==> src/rtl/risc16_pkg.sv <==
// Shared RiSC-16 definitions: word width and the next-PC source encoding
// driven by the control unit onto the PC mux select.
package risc16_pkg;

  localparam int WORD_W = 16;

  typedef enum logic [1:0] {
    PC_SEL_PLUS1 = 2'b00,  // sequential fetch
    PC_SEL_IMM   = 2'b01,  // taken branch, PC + 1 + imm
    PC_SEL_ALU   = 2'b10,  // JALR target from the ALU
    PC_SEL_RSVD  = 2'b11   // unused code, behaves as sequential fetch
  } pc_sel_e;

endpackage : risc16_pkg

==> src/rtl/risc16_pc.sv <==
// RiSC-16 program-counter register. Picks the next fetch address from the
// sequential, branch or jump candidate and presents it one cycle later.
// All arithmetic lives in the upstream adders; values pass straight through.
module risc16_pc
  import risc16_pkg::*;
#(
  parameter int               WIDTH     = WORD_W,
  parameter logic [WIDTH-1:0] RESET_VAL = '0
) (
  input  logic             clk,
  input  logic             rst,
  input  logic [1:0]       MUX_output,
  input  logic [WIDTH-1:0] pc_plus1,
  input  logic [WIDTH-1:0] pc_plus1_imm,
  input  logic [WIDTH-1:0] alu_out,
  output logic [WIDTH-1:0] nxt_instr
);

  logic [WIDTH-1:0] pc_d;
  logic [WIDTH-1:0] pc_q;

  // Next-PC selection; the reserved code and any unknown select fall back to
  // the sequential address so the PC never holds or stalls.
  always_comb begin
    pc_d = pc_plus1;
    case (pc_sel_e'(MUX_output))
      PC_SEL_PLUS1: pc_d = pc_plus1;
      PC_SEL_IMM:   pc_d = pc_plus1_imm;
      PC_SEL_ALU:   pc_d = alu_out;
      PC_SEL_RSVD:  pc_d = pc_plus1;
      default:      pc_d = pc_plus1;
    endcase
  end

  // PC register; synchronous reset wins over any pending select.
  always_ff @(posedge clk) begin
    if (rst) begin
      pc_q <= RESET_VAL;
    end else begin
      pc_q <= pc_d;
    end
  end

  assign nxt_instr = pc_q;

`ifndef SYNTHESIS
  // Simulation-only observation: select coverage and a one-cycle latency
  // reference built from the inputs sampled at the previous edge.
  logic seen_rst_q;

  // Latches once the first reset edge has been seen; the PC is undefined before.
  always_ff @(posedge clk) begin
    if (rst) begin
      seen_rst_q <= 1'b1;
    end else begin
      seen_rst_q <= seen_rst_q;
    end
  end

  cov_sel_plus1: cover property (@(posedge clk) !rst && MUX_output == PC_SEL_PLUS1);
  cov_sel_imm:   cover property (@(posedge clk) !rst && MUX_output == PC_SEL_IMM);
  cov_sel_alu:   cover property (@(posedge clk) !rst && MUX_output == PC_SEL_ALU);
  cov_sel_rsvd:  cover property (@(posedge clk) !rst && MUX_output == PC_SEL_RSVD);

  ast_reset: assert property (@(posedge clk)
    (seen_rst_q && $past(rst)) |-> (nxt_instr == RESET_VAL));
  ast_plus1: assert property (@(posedge clk)
    (seen_rst_q && !$past(rst) && ($past(MUX_output) == 2'b00 || $past(MUX_output) == 2'b11))
      |-> (nxt_instr == $past(pc_plus1)));
  ast_imm: assert property (@(posedge clk)
    (seen_rst_q && !$past(rst) && $past(MUX_output) == 2'b01)
      |-> (nxt_instr == $past(pc_plus1_imm)));
  ast_alu: assert property (@(posedge clk)
    (seen_rst_q && !$past(rst) && $past(MUX_output) == 2'b10)
      |-> (nxt_instr == $past(alu_out)));
`endif

endmodule : risc16_pc

==> config.mk <==
export PLATFORM = sky130hd
export DESIGN_NAME = risc16_pc
export DESIGN_NICKNAME = d
export VERILOG_FILES = /design/src/rtl/risc16_pkg.sv /design/src/rtl/risc16_pc.sv
export SDC_FILE = /design/constraint.sdc
export NUM_CORES = 1
export LEC_CHECK = 0
export CAP_MARGIN = 20
export CORE_MARGIN = 2
export CORE_UTILIZATION = 33
export CTS_BUF_LIST = sky130_fd_sc_hd__clkbuf_4
export DETAILED_ROUTE_END_ITERATION = 8
export GPL_TIMING_DRIVEN = 0
export PLACE_DENSITY = 0.81
export SYNTH_ARGS = -nofsm -noshare
export SYNTH_HDL_FRONTEND = slang
export SYNTH_SLANG_ARGS = --single-unit
export TNS_END_PERCENT = 30
==> constraint.sdc <==
create_clock -name clk -period 1.3 [get_ports clk]
set_input_delay 0.13 -clock clk [delete_from_list [all_inputs] [get_ports clk]]
set_output_delay 0.13 -clock clk [all_outputs]
set_load 0.02 [all_outputs]
**Word-level counts from Yosys, hierarchy flattened**

Index checks and enable logic that the tools add are counted.

- Bits of input ports: 52
- Register bits after elaboration: 16
- Word-level logic and storage cells: 7
- Output and inout port bits: 16

- Mux-type cells: 1
- Equal/unequal tests: 3
- Reduce and logical (&&, ||, !) cells: 2

Operator list:

| operator | number |
|---|---|
| 16-bit one-hot mux with 3 select lines | 1 |
| 2-bit == test, second input constant | 2 |
| 2-bit by 1-bit == test with 1-bit output, second input constant | 1 |
| 2-bit zero test | 1 |
| 2-bit OR reduction | 1 |

**Logic depth before layout (Yosys ltp)**

Gate-level depths: netlist of the first run.

- Depth in word-level cells: 3
- Gate-level depth with buffers: 6
- Depth with buffers taken out: 4

**Least setup slack after synthesis of the first run**

No wires, ideal clock.

- Path kind: input-to-reg
- Start point: input MUX_output[0]
- End point: register pc_q[0], in the netlist nxt_instr[0]
- Stages on the path: 6
- Path buffers: 2
- Setup time: 121 ps
- Arrival time: 990 ps
- Setup slack: 189 ps
- Cells stage by stage: inv_1 > ha_1 > buf_6 > buf_12 > a221oi_2 > nor3_1

- Longest elaborated chain between the ends: 3
- Elaborated cells on any way between the ends: 6
- Those cells by class: eq/ne: 3; mux: 1; reduce/logical: 2

RTL lines:

| item | line | source |
|---|---|---|
| start, declared | risc16_pc.sv:12 | `input logic [1:0] MUX_output,` |
| 2-bit == test / 2-bit zero test (equally long branches) | risc16_pc.sv:26 | `case (pc_sel_e'(MUX_output))` |
| 2-bit OR reduction (no source line) | - |  |
| 16-bit one-hot mux with 3 select lines (*) | risc16_pc.sv:26 |  |
| end signal, assigned | risc16_pc.sv:40 | `pc_q <= pc_d;` |
| end, declared | risc16_pc.sv:20 | `logic [WIDTH-1:0] pc_q;` |

Mark *: on every way between the ends. The rest lies on a longest branch, timed or not.
A chain may end at the register's enable or synchronous reset.

**Worst setup path in the final report of the first run**

- Start point: input MUX_output[1]
- End point: register pc_q[9], in the netlist nxt_instr[9]

The elaborated chain is that of the path after synthesis.

==> results of run 1 <==
[layout make-up]
cell class / count / share of cell area, %
Clock buffer: 3 / 1.44
Timing Repair Buffer: 67 / 41.4
Clock inverter: 1 / 0.241
Buffer: 9 / 6.74
Multi-Input combinational cell: 50 / 26.7
Tap cell: 30 / 2.41
Inverter: 2 / 0.482
Sequential cell: 16 / 20.5
[repair_timing]
| item | in CTS | in global routing |
|---|---|---|
| resized for setup | 18 | 0 |
| setup endpoints to repair | 28 | 0 |
| setup buffers | 1 | 0 |
| hold buffers | 0 | 0 |
[logic make-up after synthesis]
family	Yosys count
simple gates	32
compound gates	16
flops	16
buf+inv	11
fa+ha+maj	2
[power breakdown]
group / internal (mW) / switching, mW / leakage [nW] / total, mW
Sequential: 0.530 / 0.00746 / 0.133 / 0.537
Combinational: 0.278 / 0.190 / 0.498 / 0.468
Clock: 0.111 / 0.153 / 0.0154 / 0.264
[how the worst min path moves through the flow]
| stage | cells past startpoint | start | to |
|---|---|---|---|
| 2_1_floorplan | 2 | pc_plus1_imm[10] | nxt_instr[10] |
| 3_3_place_gp | 2 | rst | nxt_instr[12] |
| 3_5_place_dp | 2 | rst | nxt_instr[13] |
| 4_1_cts | 2 | rst | nxt_instr[13] |
| 5_1_grt | 2 | rst | nxt_instr[13] |
| 6_report | 2 | rst | nxt_instr[12] |
[cell usage in the layout, fill, tap and decap left out, drive strengths merged]
cell type / instances
nor2b: 15
and2b: 1
clkdlybuf4s50: 48
buf: 7
clkinv: 1
dfxtp: 16
clkbuf: 6
inv: 2
ha: 2
nor3: 16
a221oi: 16
dlygate4sd2: 18
[metal layers]
layer	part of all wire, %	track usage (%)	vias up
met5	0	0	-
met4	0.41	3.75	0
met3	9.5	4.92	2
met2	54	34.7	40
met1	36	18.2	384
li1	-	-	431
==> metrics.csv, run 1 <==
stage,metric,value,unit
status,status,"finished, final reports clean",
route,wire_per_inst,13.8,um
place,gp_congestion,0.652,
synthesis,synth.area.top_cells,"dfxtp_1, a221oi_2, nor2b_1, nor3_1, a221oi_1",
synthesis,yosysSeqAreaShare,37.7,%
route,num_vias,857,
synthesis,synth_top_family_by_area,compound AO/OA/AOI/OAI gates,
route,wirelength,2460,um
critical_path,end_kind,flip-flop,
die,ios,68,
finish,num_antenna_cells,0,
synthesis,ys.flop_type,dfxtp_1,
route,drtIter0Drc,5,
synthesis,synth_top_area_share,37.7,%
grt,grt_max_degree,11,
flow_run,maxCapViolations,0,
finish,synthToLayoutAreaGrowth,83.5,%
place,pre_cts_slack,-0.389,ns
sta,slew_violations,0,
clocking,cts_tree,built,
place,post-place-cells,173,
grt,grtUsageTotal,17.7,%
clocking,numClockSinks,16,
sta,fin_ws,0.164,ns
synthesis,synth-adder-area-share,2.95,%
die,core,2450,um^2
pwr,p_leak,0.647,nW
place,io_buffers,66,
route,drt-pass1-iter-count,4,
clocking,clk_pin_slew,0.10,ns
die,fp.dieW,54.7,um
finish,largest_reg_flops,16,
route,drc,0,
synthesis,syn-instance-count,77,
die,die_area,3000,um^2
grt,grt_pass1_vias,855,
critical_path,slowest_stage,ha_1,
synthesis,synth_compound_area_share,24.6,%
place,placed_area,1550,um^2
finish,seq_area,320,um^2
synthesis,synth-xor-area-share,0,%
critical_path,path_class,in -> reg,
critical_path,crit_fanout,10,
sta,slew_headroom,80.7,%
finish,fin_util,63.5,%
synthesis,synth-edff-count,0,
finish,multi_input_area,417,um^2
finish,nets,203,
clocking,clockRootBuffer,clkbuf_4,
pwr,p_per_area,814,nW/um^2
synthesis,synth.distinct_cells,14,
critical_path,arrival,1.31,ns
sta,tns,0,ns
sta,finalSetupViolations,0,
pwr,total_power,1.27,mW
critical_path,cp.required,1.47,ns
place,dp_hpwl,1950,um
critical_path,cpPeakStageDelay,0.31,ns
grt,grt_pass1_wl,3740,um
synthesis,ys_async_sr_fraction,0,%
synthesis,synth_commonest_cells,"dfxtp_1, nor3_1, nor2b_1",
synthesis,synth.area.mux_share,0,%
synthesis,synth-warning-count,0,
critical_path,path_depth,6,
clocking,numCtsBuffers,3,
clocking,cts_buffer_depth,2,
route,ant_nets,0,
sta,rsz0062_at_grt,false,
critical_path,path_buf_inv,3,
pwr,vdd_drop_max,744,uV
hold_path,hp-class,in -> reg,
sta,finalHoldViolCount,0,
critical_path,crit_end,nxt_instr[9],
critical_path,cp-startpoint,MUX_output[1],
finish,fillers,227,
synthesis,synth-seq-cells,16,
sta,min_period,1.14,ns
route,via_per_inst,4.81,
critical_path,crit_path_cell_trace,dlygate4sd2_1 > ha_1 > buf_6 > buf_12 > a221oi_2 > nor3_1,
die,die_height,54.7,um
sta,worst_pin_slew,0.289,ns
synthesis,synth_area_per_cell,11.0,um^2
clocking,htreeDepth,1,
finish,fin_area,1560,um^2
synthesis,synth-simple-area-share,21.5,%
synthesis,syn-cell-area,850,um^2
synthesis,synth_area_leader_cell,dfxtp_1,
finish,final_cells,178,
grt,antenna_found_initial,0,
die,rows,18,
sta,holdWs,0.0658,ns
sta,post-route-period-util,87.4,%
synthesis,synth_nets,131,
critical_path,cp-start-kind,input port,
finish,drive_gt1_share,16.9,%
critical_path,crit_family,buffers and inverters,
grt,grt_overflow_total,0,
die,floorplan.initialDensity,34.6,%
sta,max_freq,881,MHz
No activity file was read; power rests on OpenSTA's default activity.
==> run 2, diff against run 1 <==
--- a/config.mk
+++ b/config.mk
@@ -5,7 +5,6 @@
 export SDC_FILE = /design/constraint.sdc
 export NUM_CORES = 1
 export LEC_CHECK = 0
-export CAP_MARGIN = 20
 export CORE_MARGIN = 2
 export CORE_UTILIZATION = 33
 export CTS_BUF_LIST = sky130_fd_sc_hd__clkbuf_4
==> results of run 2 <==
Final layout, timing and power as in run 1 (identical DEF).
==> run 3, diff against run 2 <==
--- a/config.mk
+++ b/config.mk
@@ -9,7 +9,6 @@
 export CORE_UTILIZATION = 33
 export CTS_BUF_LIST = sky130_fd_sc_hd__clkbuf_4
 export DETAILED_ROUTE_END_ITERATION = 8
-export GPL_TIMING_DRIVEN = 0
 export PLACE_DENSITY = 0.81
 export SYNTH_ARGS = -nofsm -noshare
 export SYNTH_HDL_FRONTEND = slang
==> metrics.csv, run 3 (same netlist as run 1, synthesis figures left out) <==
stage,metric,value,unit,change
die,floorplan.initialDensity,34.6,%,unchanged
grt,antenna_found_initial,0,,unchanged
route,top_layer_used,met3,,was met4
place,gp_congestion,0.660,,was 0.652
clocking,htreeDepth,1,,unchanged
route,num_vias,851,,was 857
sta,min_period,1.26,ns,was 1.14 ns
critical_path,end_kind,flip-flop,,unchanged
place,dp_hpwl,1800,um,was 1950 um
critical_path,path_class,in -> reg,,unchanged
clocking,numCtsBuffers,3,,unchanged
finish,synthToLayoutAreaGrowth,85.1,%,was 83.5%
finish,largest_reg_flops,16,,unchanged
sta,finalSetupViolations,0,,unchanged
die,fp.dieW,54.7,um,unchanged
critical_path,arrival,1.43,ns,was 1.31 ns
finish,fin_util,64.1,%,was 63.5%
route,drt-pass1-iter-count,2,,was 4
die,ios,68,,unchanged
sta,finalHoldViolCount,0,,unchanged
finish,layout_commonest_cell,clkdlybuf4s50_1,,unchanged
pwr,p_per_area,817,nW/um^2,was 814 nW/um^2
route,wl_met1,879,um,was 882 um
grt,grt_pass1_wl,3410,um,was 3740 um
finish,num_antenna_cells,0,,unchanged
critical_path,crit_fanout,8,,was 10
grt,grt_max_degree,33,,was 11
grt,grtUsageTotal,16.1,%,was 17.7%
sta,tns,0,ns,unchanged
route,drtIter0Drc,4,,was 5
route,drc,0,,unchanged
clocking,numClockSinks,16,,unchanged
route,wirelength,2340,um,was 2460 um
sta,post-route-period-util,96.9,%,was 87.4%
clocking,cts_buffer_depth,2,,unchanged
grt,grt_pass1_vias,827,,was 855
route,ant_nets,0,,unchanged
sta,holdWs,0.426,ns,was 0.0658 ns
route,met2_length,1220,um,was 1330 um
clocking,holdBufCountCts,0,,unchanged
sta,slew_violations,0,,unchanged
finish,drive_gt1_share,18.1,%,was 16.9%
die,rows,18,,unchanged
clocking,cts_tree,built,,unchanged
place,post-place-cells,170,,was 173
hold_path,hp-class,in -> reg,,unchanged
sta,rsz0062_at_grt,false,,unchanged
pwr,vdd_drop_max,597,uV,was 744 uV
critical_path,cp.required,1.47,ns,about the same
pwr,p_leak,0.628,nW,was 0.647 nW
place,io_buffers,67,,was 66
die,core,2450,um^2,unchanged
finish,final_cell_mix,"clkdlybuf4s50_1, a221oi_2, nor3_1, dfxtp_1, dlygate4sd2_1",,"was clkdlybuf4s50_1, dlygate4sd2_1, nor3_1, dfxtp_1, nor2b_1"
clocking,clockRootBuffer,clkbuf_4,,unchanged
grt,grt_overflow_total,0,,unchanged
clocking,clk_pin_slew,0.10,ns,about the same
flow_run,maxCapViolations,0,,unchanged
sta,max_freq,794,MHz,was 881 MHz
critical_path,cp-start-kind,input port,,unchanged
route,via_per_inst,4.89,,was 4.81
sta,slew_headroom,84.7,%,was 80.7%
route,wl_met3,238,um,was 234 um
sta,worst_pin_slew,0.231,ns,was 0.289 ns
route,wire_per_inst,13.4,um,was 13.8 um
finish,nets,199,,was 203
die,die_area,3000,um^2,unchanged
status,status,"finished, final reports clean",,unchanged
die,die_height,54.7,um,unchanged
finish,final_cells,174,,was 178
[run 3: changes by cell type in the layout (fill, tap and decap cells not counted), moves of 2 or more]
cell and delta:
buf_4 -2, clkdlybuf4s50_1 +3, a221oi_1 -5, a221oi_2 +5, clkbuf_8 -2, dlygate4sd2_1 -2
[run 3: worst paths after layout]
path	end	slack, ns	from	cells after the start
setup / recovery	nxt_instr[12]	0.04	MUX_output[0]	6
hold / removal	nxt_instr[10]	0.43	pc_plus1_imm[10]	3
[run 3: repair_timing]
item | CTS | global route
setup endpoints to repair | 21 | 16
pin swaps | 0 | 1
resized for setup | 21 | 3
buffers inserted | 0 | 0
[run 3: metal layers]
metal  GRT usage (%)  vias to the layer above
met4            6.25                        0
met5               0                        -
met3            5.74                        0
met2            31.3                       40
met1            14.7                      390
li1                -                      421
[run 3: final cells by class]
cell class / count / area, um^2
clock buffer: 3 / 22.5
clock inverter: 1 / 3.75
fill: 210 / 882
inverter: 2 / 7.51
multi-input combinational: 50 / 460
sequential: 16 / 320
tap: 30 / 37.5
timing repair buffer: 72 / 721
[run 3: per-stage QoR]
step	cell area, um^2	setup WS [ns]	power [mW]
floorplan	850	0.189	0.781
global placement	1520	-0.287	1.02
detailed placement	1520	-0.347	1.03
CTS	1550	-0.00152	1.29
global route	1570	0.00142	1.35
finish	1570	0.0407	1.29
[run 3: worst max-delay path, cell delays in order]
cell and delay [ns]:
clkdlybuf4s50_1 0.48, inv_1 0.07, ha_4 0.24, buf_6 0.14, a221oi_2 0.26, nor3_1 0.10
[run 3: where the power goes]
| part | total (mW) | switching (mW) | internal [mW] |
|---|---|---|---|
| Clock | 0.273 | 0.162 | 0.111 |
| Sequential | 0.538 | 0.00806 | 0.530 |
| Combinational | 0.474 | 0.195 | 0.279 |
| Total | 1.29 | 0.365 | 0.921 |
